==> config.mk <==
export PLATFORM = sky130hd
export DESIGN_NAME = fifo_uart_tx
export DESIGN_NICKNAME = d
export VERILOG_FILES = /design/src/rtl/fifo_uart_tx_pkg.sv /design/src/rtl/uart_baud_gen.sv /design/src/rtl/fifo_uart_tx.sv
export SDC_FILE = /design/constraint.sdc
export NUM_CORES = 1
export LEC_CHECK = 0
export ABC_AREA = 1
export CAP_MARGIN = 15
export CORE_MARGIN = 8
export CORE_UTILIZATION = 57
export CTS_CLUSTER_SIZE = 40
export DETAILED_ROUTE_END_ITERATION = 8
export PLACE_DENSITY = 0.86
export SKIP_CTS_REPAIR_TIMING = 1
export SYNTH_ARGS = -nofsm -noshare
export SYNTH_HDL_FRONTEND = slang
export SYNTH_HIERARCHICAL = 1
export SYNTH_SLANG_ARGS = --single-unit
==> constraint.sdc <==
create_clock -name clk -period 5.5 [get_ports clk]
set_input_delay 1.1 -clock clk [delete_from_list [all_inputs] [get_ports clk]]
set_output_delay 1.1 -clock clk [all_outputs]
set_load 0.02 [all_outputs]
==> src/rtl/fifo_uart_tx_pkg.sv <==
// Shared constants for the FIFO drain UART transmitter: FSM encodings, frame length, default baud divide.
// Frame length grows by one bit when FIFO_UART_TX_PARITY_EN is defined.
package fifo_uart_tx_pkg;

  // Ordered so that every bit-timed state compares >= ST_START.
  localparam logic [2:0] ST_IDLE   = 3'd0;
  localparam logic [2:0] ST_FETCH  = 3'd1;
  localparam logic [2:0] ST_LOAD   = 3'd2;
  localparam logic [2:0] ST_START  = 3'd3;
  localparam logic [2:0] ST_DATA   = 3'd4;
  localparam logic [2:0] ST_PARITY = 3'd5;
  localparam logic [2:0] ST_STOP   = 3'd6;

`ifdef FIFO_UART_TX_PARITY_EN
  localparam int FRAME_BITS = 11;
`else
  localparam int FRAME_BITS = 10;
`endif

  localparam int DEF_CLKS_PER_BIT = 16;

endpackage

==> src/rtl/uart_baud_gen.sv <==
// Baud divider: reloads to CLKS_PER_BIT-1 on load, counts down, flags bit_end at zero.
// Latency: bit_end is combinational from the counter; no backpressure, load always wins.
module uart_baud_gen #(
  parameter int CLKS_PER_BIT = 16,
  parameter int DIV_W        = 8
) (
  input  logic clk,
  input  logic rst,
  input  logic load,
  output logic bit_end
);

  localparam logic [DIV_W-1:0] RELOAD = DIV_W'(CLKS_PER_BIT - 1);

  logic [DIV_W-1:0] cnt;

  always_ff @(posedge clk) begin
    if (rst) begin
      cnt <= '0;
    end else if (load) begin
      cnt <= RELOAD;
    end else if (cnt != '0) begin
      cnt <= cnt - DIV_W'(1);
    end
  end

  assign bit_end = (cnt == '0);

endmodule

==> src/rtl/fifo_uart_tx.sv <==
// FIFO drain stage sending each byte as an 8N1 frame (8E1 when FIFO_UART_TX_PARITY_EN is defined) on tx.
// Latency 2 + FRAME_BITS*CLKS_PER_BIT cycles from FETCH to stop end; pops only from IDLE, en gates frame start.
module fifo_uart_tx
  import fifo_uart_tx_pkg::*;
#(
  parameter int DATA_W       = 8,
  parameter int CLKS_PER_BIT = DEF_CLKS_PER_BIT,
  parameter int DIV_W        = 8
) (
  input  logic              clk,
  input  logic              rst,
  input  logic              en,
  input  logic [DATA_W-1:0] fifo_data,
  input  logic              fifo_empty,
  output logic              fifo_rd_en,
  output logic              tx,
  output logic              busy,
  output logic              tx_done,
  output logic [15:0]       sent_cnt
);

  localparam int               IDX_W    = (DATA_W > 1) ? $clog2(DATA_W) : 1;
  localparam logic [IDX_W-1:0] LAST_IDX = IDX_W'(DATA_W - 1);

  logic [2:0]        state, state_nxt;
  logic [DATA_W-1:0] shreg, shreg_nxt;
  logic [IDX_W-1:0]  bit_idx, idx_nxt;
  logic              tx_nxt;
  logic              bit_end;
  logic              baud_load;
`ifdef FIFO_UART_TX_PARITY_EN
  logic              par, par_nxt;
`endif

  // Reload on every state change and at each bit boundary inside the timed states.
  assign baud_load = (state_nxt != state) || ((state >= ST_START) && bit_end);
  assign tx_done   = (state == ST_STOP) && bit_end;

  uart_baud_gen #(
    .CLKS_PER_BIT (CLKS_PER_BIT),
    .DIV_W        (DIV_W)
  ) u_baud (
    .clk     (clk),
    .rst     (rst),
    .load    (baud_load),
    .bit_end (bit_end)
  );

  always_comb begin
    state_nxt = state;
    shreg_nxt = shreg;
    idx_nxt   = bit_idx;
`ifdef FIFO_UART_TX_PARITY_EN
    par_nxt   = par;
`endif
    case (state)
      ST_IDLE:  if (en && !fifo_empty) state_nxt = ST_FETCH;
      ST_FETCH: state_nxt = ST_LOAD;
      ST_LOAD: begin
        shreg_nxt = fifo_data;
`ifdef FIFO_UART_TX_PARITY_EN
        par_nxt   = ^fifo_data;
`endif
        state_nxt = ST_START;
      end
      ST_START: begin
        if (bit_end) begin
          idx_nxt   = '0;
          state_nxt = ST_DATA;
        end
      end
      ST_DATA: begin
        if (bit_end) begin
          shreg_nxt = shreg >> 1;
          if (bit_idx == LAST_IDX) begin
`ifdef FIFO_UART_TX_PARITY_EN
            state_nxt = ST_PARITY;
`else
            state_nxt = ST_STOP;
`endif
          end else begin
            idx_nxt = bit_idx + IDX_W'(1);
          end
        end
      end
`ifdef FIFO_UART_TX_PARITY_EN
      ST_PARITY: if (bit_end) state_nxt = ST_STOP;
`endif
      ST_STOP:  if (bit_end) state_nxt = ST_IDLE;
      default:  state_nxt = ST_IDLE;
    endcase
  end

  // tx is registered from the next state so the pad never sees decode glitches.
  always_comb begin
    tx_nxt = 1'b1;
    case (state_nxt)
      ST_START:  tx_nxt = 1'b0;
      ST_DATA:   tx_nxt = shreg_nxt[0];
`ifdef FIFO_UART_TX_PARITY_EN
      ST_PARITY: tx_nxt = par_nxt;
`endif
      default:   tx_nxt = 1'b1;
    endcase
  end

  always_ff @(posedge clk) begin
    if (rst) begin
      state      <= ST_IDLE;
      shreg      <= '0;
      bit_idx    <= '0;
      fifo_rd_en <= 1'b0;
      tx         <= 1'b1;
      busy       <= 1'b0;
      sent_cnt   <= '0;
`ifdef FIFO_UART_TX_PARITY_EN
      par        <= 1'b0;
`endif
    end else begin
      state      <= state_nxt;
      shreg      <= shreg_nxt;
      bit_idx    <= idx_nxt;
      fifo_rd_en <= (state_nxt == ST_FETCH);
      tx         <= tx_nxt;
      busy       <= (state_nxt != ST_IDLE);
`ifdef FIFO_UART_TX_PARITY_EN
      par        <= par_nxt;
`endif
      if (tx_done) sent_cnt <= sent_cnt + 16'd1;
    end
  end

endmodule

Yosys cells after proc, flatten, opt, wreduce, memory -nomap -nowiden
Index checks and enable logic that the tools add are counted.
{ "totals": {"input_bits": 12, "elab_cells": 57, "output_inout_bits": 20, "ff_bits": 41} }
{ "op_classes": {"n_addsub": 3, "n_reduce_logical": 15, "order_cmp": 1, "muxes": 15, "n_eq_ne": 13} }
{ "ops": {"columns": ["cell", "n"], "rows": [
  ["3-bit two-way mux", 8],
  ["3-bit case mux with 6 select lines", 1],
  ["16-bit by 1-bit adder with 16-bit output (second input constant)", 1],
  ["8-bit case mux with 2 select lines", 1],
  ["3-bit == test (second input constant)", 4],
  ["3-bit by 2-bit == test with 1-bit output (second input constant)", 3],
  ["8-bit zero test", 1],
  ["4-bit two-way mux", 2],
  ["8-bit two-way mux", 1],
  ["8-bit nonzero test", 1],
  ["8-bit by 1-bit subtractor with 8-bit output (second input constant)", 1],
  ["3-bit by 1-bit == test with 1-bit output (second input constant)", 2],
  ["2-bit != test (second input constant)", 3],
  ["3-bit case mux with 2 select lines", 1],
  ["2-bit nonzero test", 3],
  ["4-bit AND reduction", 1],
  ["3-bit by 1-bit adder with 3-bit output (second input constant)", 1],
  ["3-bit by 2-bit >= comparator with 1-bit output (second input constant)", 1],
  ["1-bit logical AND", 3],
  ["3-bit zero test", 1],
  ["3-bit != test", 1],
  ["3-bit nonzero test", 1],
  ["1-bit case mux with 2 select lines", 1],
  ["2-bit AND reduction", 1],
  ["other kinds (3)", 3]
]} }

Longest topological paths before layout
{ "depth": {"word_depth": 7, "ltp_mapped": 14, "ltp_nobuf": 13} }

By module
Netlist, hierarchy kept.
{ "modules_own_cells": {"columns": ["mod", "cells_per_inst", "area_per_inst_um2", "instances"], "rows": [
  ["fifo_uart_tx", 243, 1639.1, 1],
  ["uart_baud_gen", 70, 457.9, 1]
]} }

Least setup slack after synthesis
No wires, ideal clock.
{ "synth_timing": {"path_type": "reg2out", "start": "reg u_baud.cnt[0]", "end": "out tx_done", "t_arrival_ps": 1247, "n_path_buf": 1, "path_slack_ps": 3153, "stages_incl_launch_ff": 8, "cell_sequence": "dfxtp_1 inv_1 ha_1 nand3_2 nor2_4 nand2_1 nor2_2 buf_6"} }
{ "synth_between": {"elab_chain_len": 2} }
{ "synth_lines": {"columns": ["item", "line", "source"], "rows": [
  ["start, declared", "uart_baud_gen.sv:15", "logic [DIV_W-1:0] cnt;"],
  ["start signal, assigned", "uart_baud_gen.sv:23", "cnt <= cnt - DIV_W'(1);"],
  ["8-bit zero test", "uart_baud_gen.sv:27", "assign bit_end = (cnt == '0);"],
  ["named net bit_end", "fifo_uart_tx.sv:29", "logic bit_end;"],
  ["1-bit logical AND", "fifo_uart_tx.sv:37", "assign tx_done = (state == ST_STOP) && bit_end;"],
  ["end, declared", "fifo_uart_tx.sv:18", "output logic tx_done,"]
]} }
The timed path passes the listed nets, and every way through them passes these cells.

Worst setup path in the final report
Ends and elaborated chain as after synthesis.

==> out/results.txt <==
In this run the count of I/O pins placed on the die edge is 32. The launching point of the worst reg2reg path is u_baud/cnt[0]$_SDFFE_PP0P_. In this run the cell area of the synthesized design comes to 2100 sq um. The kind of capture point of the worst setup path was an output port.

The share of final-layout standard cells stronger than drive strength 1 is 0.0783, and the area of placed instances is 2430 sq um. The run gives 2,030 as the via count. The signal on the critical path passes through inv_1, ha_1, nand3_2, nor2_4, nand2_1, nor2_2, clkdlybuf4s50_1. The number of vias per cell was 5.17; the DRC marker count from the first detailed-route iteration was 133. For the register cell area after layout, the log shows 821 sq um. After synthesis, the mean cell area works out to 6.70 sq um.

The flow ran to the end, and the final reports show no timing, DRC or antenna violations. The post-placement setup slack is 2.09 ns. The worst setup path is of the reg2out kind.

The run gives 0 as the number of hold-slack violations in the final timing report. For the number of setup violations in the final report, the log shows 0. The library cells used most frequently in the layout, excluding fill and tap cells, are sky130_fd_sc_hd__nand2_1, sky130_fd_sc_hd__nor2_1, sky130_fd_sc_hd__dfxtp_1. Worst setup slack after layout: 1.71 ns. The tools report the final weighted congestion of routability-driven global placement as 0.845. The finished cells cover 2520 sq um.

For the relative contribution of sequential cells to total power, the log shows 0.425. The tools report the setup TNS as 0 ns. The final routed wire length divided by cell count was 11.8 um. The min-delay analysis places its worst path in the category reg2reg. Clock skew on the completed layout was measured at 0.00643 ns. The die is 76.7 um wide. Placed wire-length estimate: 3.47 mm.

The worst-case headroom to the max-slew limit is 0.454, and the total of flip-flops plus latches after synthesis is 41. The combinational share of power was 0.337. For this run, the number of Yosys warnings is 6. The via count of the first global-routing pass was 1,906; the static leakage power was 1.06 nW.

In this run the most critical hold path is launched from shreg[7]$_SDFFE_PP0P_. The power share of the clock group is 0.239. At the worst endpoint, the required time is 4.40 ns.

The tools report the die outline area as 5880 sq um. The post-layout minimum cycle time works out to 3.79 ns. The run gives 0 as the count of final max-slew check failures.

The tools report the first element of the critical path as u_baud/cnt[0]$_SDFFE_PP0P_. Launching element type of the critical path: a register. For the net count after synthesis, the log shows 329. Together, buffers and inverters on the worst path number 2. The critical path data arrival time was 2.69 ns. The tools report the number of detailed-routing iterations run before antenna repair as 4. The logs give 28 for the post-synthesis cell type count and 2.90 ns for the register-to-register setup slack. For the pin with the worst max-slew slack, the measured transition is 0.816 ns.

Sequential fraction of the synthesis area: 0.391. After floorplanning, the core was sized to cover 3610 sq um. The multi-input combinational cells in the finished layout cover a total of 1090 sq um. Buffers placed on the I/O ports in this run total 31. The delay of the slowest cell on the worst path is 0.70 ns, and the total wire length is 4.62 mm. Of all nets on the critical path, the largest fanout is 16. The final non-filler cell total is 393. The post-route total power is 0.832 mW, and the wire length of the first global-routing pass is 8.05 mm. The depth of the CTS H-tree is 2. The logs give 0 for the initial antenna violation count and 264 MHz for the maximum clock frequency. For the peak supply drop, the log shows 0.000206 V. The power density normalized to cell area was 330 nW/um^2; the worst hold slack across all endpoints was 0.472 ns. For this design, the sink count on the clock tree is 41. Post-synthesis instance total: 313. Setup repair after global routing left no endpoint under its margin. The switching power share of the total is 0.371. The cell at the root of the clock tree was sky130_fd_sc_hd__clkbuf_8. For the remaining antenna violation count after routing, the log shows 0. The total overflow left after global routing is 0. The tools report the post-layout utilization of the core as 0.699.

The internal portion of the total power is 0.523 mW. The post-route clock period utilization is 0.690, and the number of fill cells is 303. The later-pin clock latency in the skew report is 0.29 ns, and the total inserted antenna cells is 0. For the number of buffers created by CTS, the log shows 5. The die height was 76.7 um; the pin count of the biggest net entering global routing was 24.

Summed over all nets, the switching power comes to 0.308 mW. After clock tree synthesis, the clock-pin slew on the worst setup and hold paths is 0.08 ns. The slowest stage of the critical path belongs to the cell sky130_fd_sc_hd__clkdlybuf4s50_1.

TritonCTS built the clock tree. The library cell used most frequently in the layout, excluding fill and tap cells, is sky130_fd_sc_hd__nand2_1. Counting along the longest clock path gives a buffer depth of 2. Largest delay contributor family on the critical path: simple AND/OR/NAND/NOR gates.

The tool flagged a number of max-cap violations equal to 0. Post-synthesis to final-layout area growth: 20.2%. For the number of placement rows, the log shows 22. For this run, design rule violations remaining after detail routing come to 0. The overall track demand over capacity in global routing was 0.161.

The number of nets in the final layout came out at 361. The count of placed standard cells including taps came out at 386. The starting density of the core was 0.582.
[registers in the layout, summed over array words and instances (netlist names)]
signal / count
sent_cnt: 16
shreg: 8
u_baud/cnt: 8
bit_idx: 3
state: 3
busy: 1
fifo_rd_en: 1
tx: 1
[kinds of logic after synthesis]
group / count (synthesis) / synth area share
adder cells (fa/ha/maj): 4 / 0.0239
AND/OR/NAND/NOR: 184 / 0.396
AO/OA/AOI/OAI: 35 / 0.0913
flip-flops: 41 / 0.391
XOR/XNOR: 2 / 0.00835
buffers and inverters: 47 / 0.0889
[path summary, 6_finish.rpt]
check / depth (start not counted) / to
worst max-delay path: 7 / tx_done
worst min-delay path: 2 / shreg[7]$_SDFFE_PP0P_
worst max register to register: 13 / u_baud/cnt[3]$_SDFFE_PP0P_
worst min register to register: 2 / shreg[7]$_SDFFE_PP0P_
[power groups by stage]
stage	sequential (mW)	combinational [mW]	clock, mW
global route	0.356	0.312	0.211
global placement	0.356	0.264	0
CTS	0.352	0.278	0.200
floorplan	0.356	0.216	0
detailed placement	0.359	0.275	0
finish	0.353	0.280	0.198
[synthesized netlist by cell type]
cell type | n | share of area
sky130_fd_sc_hd__dfxtp_1 | 41 | 0.39
sky130_fd_sc_hd__a31oi_1 | 8 | 0.024
sky130_fd_sc_hd__nand2_1 | 81 | 0.14
sky130_fd_sc_hd__or2_2 | 1 | 0.0030
sky130_fd_sc_hd__buf_1 | 1 | 0.0018
sky130_fd_sc_hd__nor2_2 | 6 | 0.018
sky130_fd_sc_hd__a221oi_1 | 1 | 0.0042
sky130_fd_sc_hd__nand3_1 | 26 | 0.062
sky130_fd_sc_hd__a21oi_1 | 15 | 0.036
sky130_fd_sc_hd__inv_1 | 39 | 0.070
sky130_fd_sc_hd__nor2_4 | 2 | 0.011
sky130_fd_sc_hd__nand3_4 | 1 | 0.0084
sky130_fd_sc_hd__buf_6 | 1 | 0.0054
sky130_fd_sc_hd__nand3_2 | 4 | 0.019
sky130_fd_sc_hd__xor2_1 | 2 | 0.0084
sky130_fd_sc_hd__nand2_2 | 5 | 0.015
sky130_fd_sc_hd__o21ai_0 | 10 | 0.024
sky130_fd_sc_hd__ha_1 | 4 | 0.024
sky130_fd_sc_hd__nor3_1 | 3 | 0.0072
sky130_fd_sc_hd__and3_1 | 1 | 0.0030
sky130_fd_sc_hd__clkbuf_1 | 2 | 0.0036
sky130_fd_sc_hd__o21a_1 | 1 | 0.0036
sky130_fd_sc_hd__nand3b_1 | 1 | 0.0036
sky130_fd_sc_hd__nand4_1 | 4 | 0.012
sky130_fd_sc_hd__buf_2 | 2 | 0.0048
sky130_fd_sc_hd__inv_2 | 2 | 0.0036
sky130_fd_sc_hd__nor2_1 | 48 | 0.086
sky130_fd_sc_hd__nor3b_1 | 1 | 0.0036
[area by class of cell]
cell class / instances / share of cell area
inverter: 41 / 0.0610
tap: 48 / 0.0238
multi-input combinational: 225 / 0.432
clock buffer: 7 / 0.0342
timing repair buffer: 31 / 0.123
sequential: 41 / 0.326
[worst min-delay path, delay by kind of cell (launching register included)]
kind,cells,cell delay [ns]
flops,1,0.32
simple gates,1,0.06
compound gates,1,0.05
[per-layer routing]
metal,part of all wire,routed length (um),track usage,vias to the layer above
met4,0.0087,40,0.0538,0
li1,-,-,-,1056
met5,0,0,0,-
met3,0.048,221,0.0490,5
met2,0.50,2300,0.282,48
met1,0.45,2060,0.179,921
(Power assumes the default switching activity.)
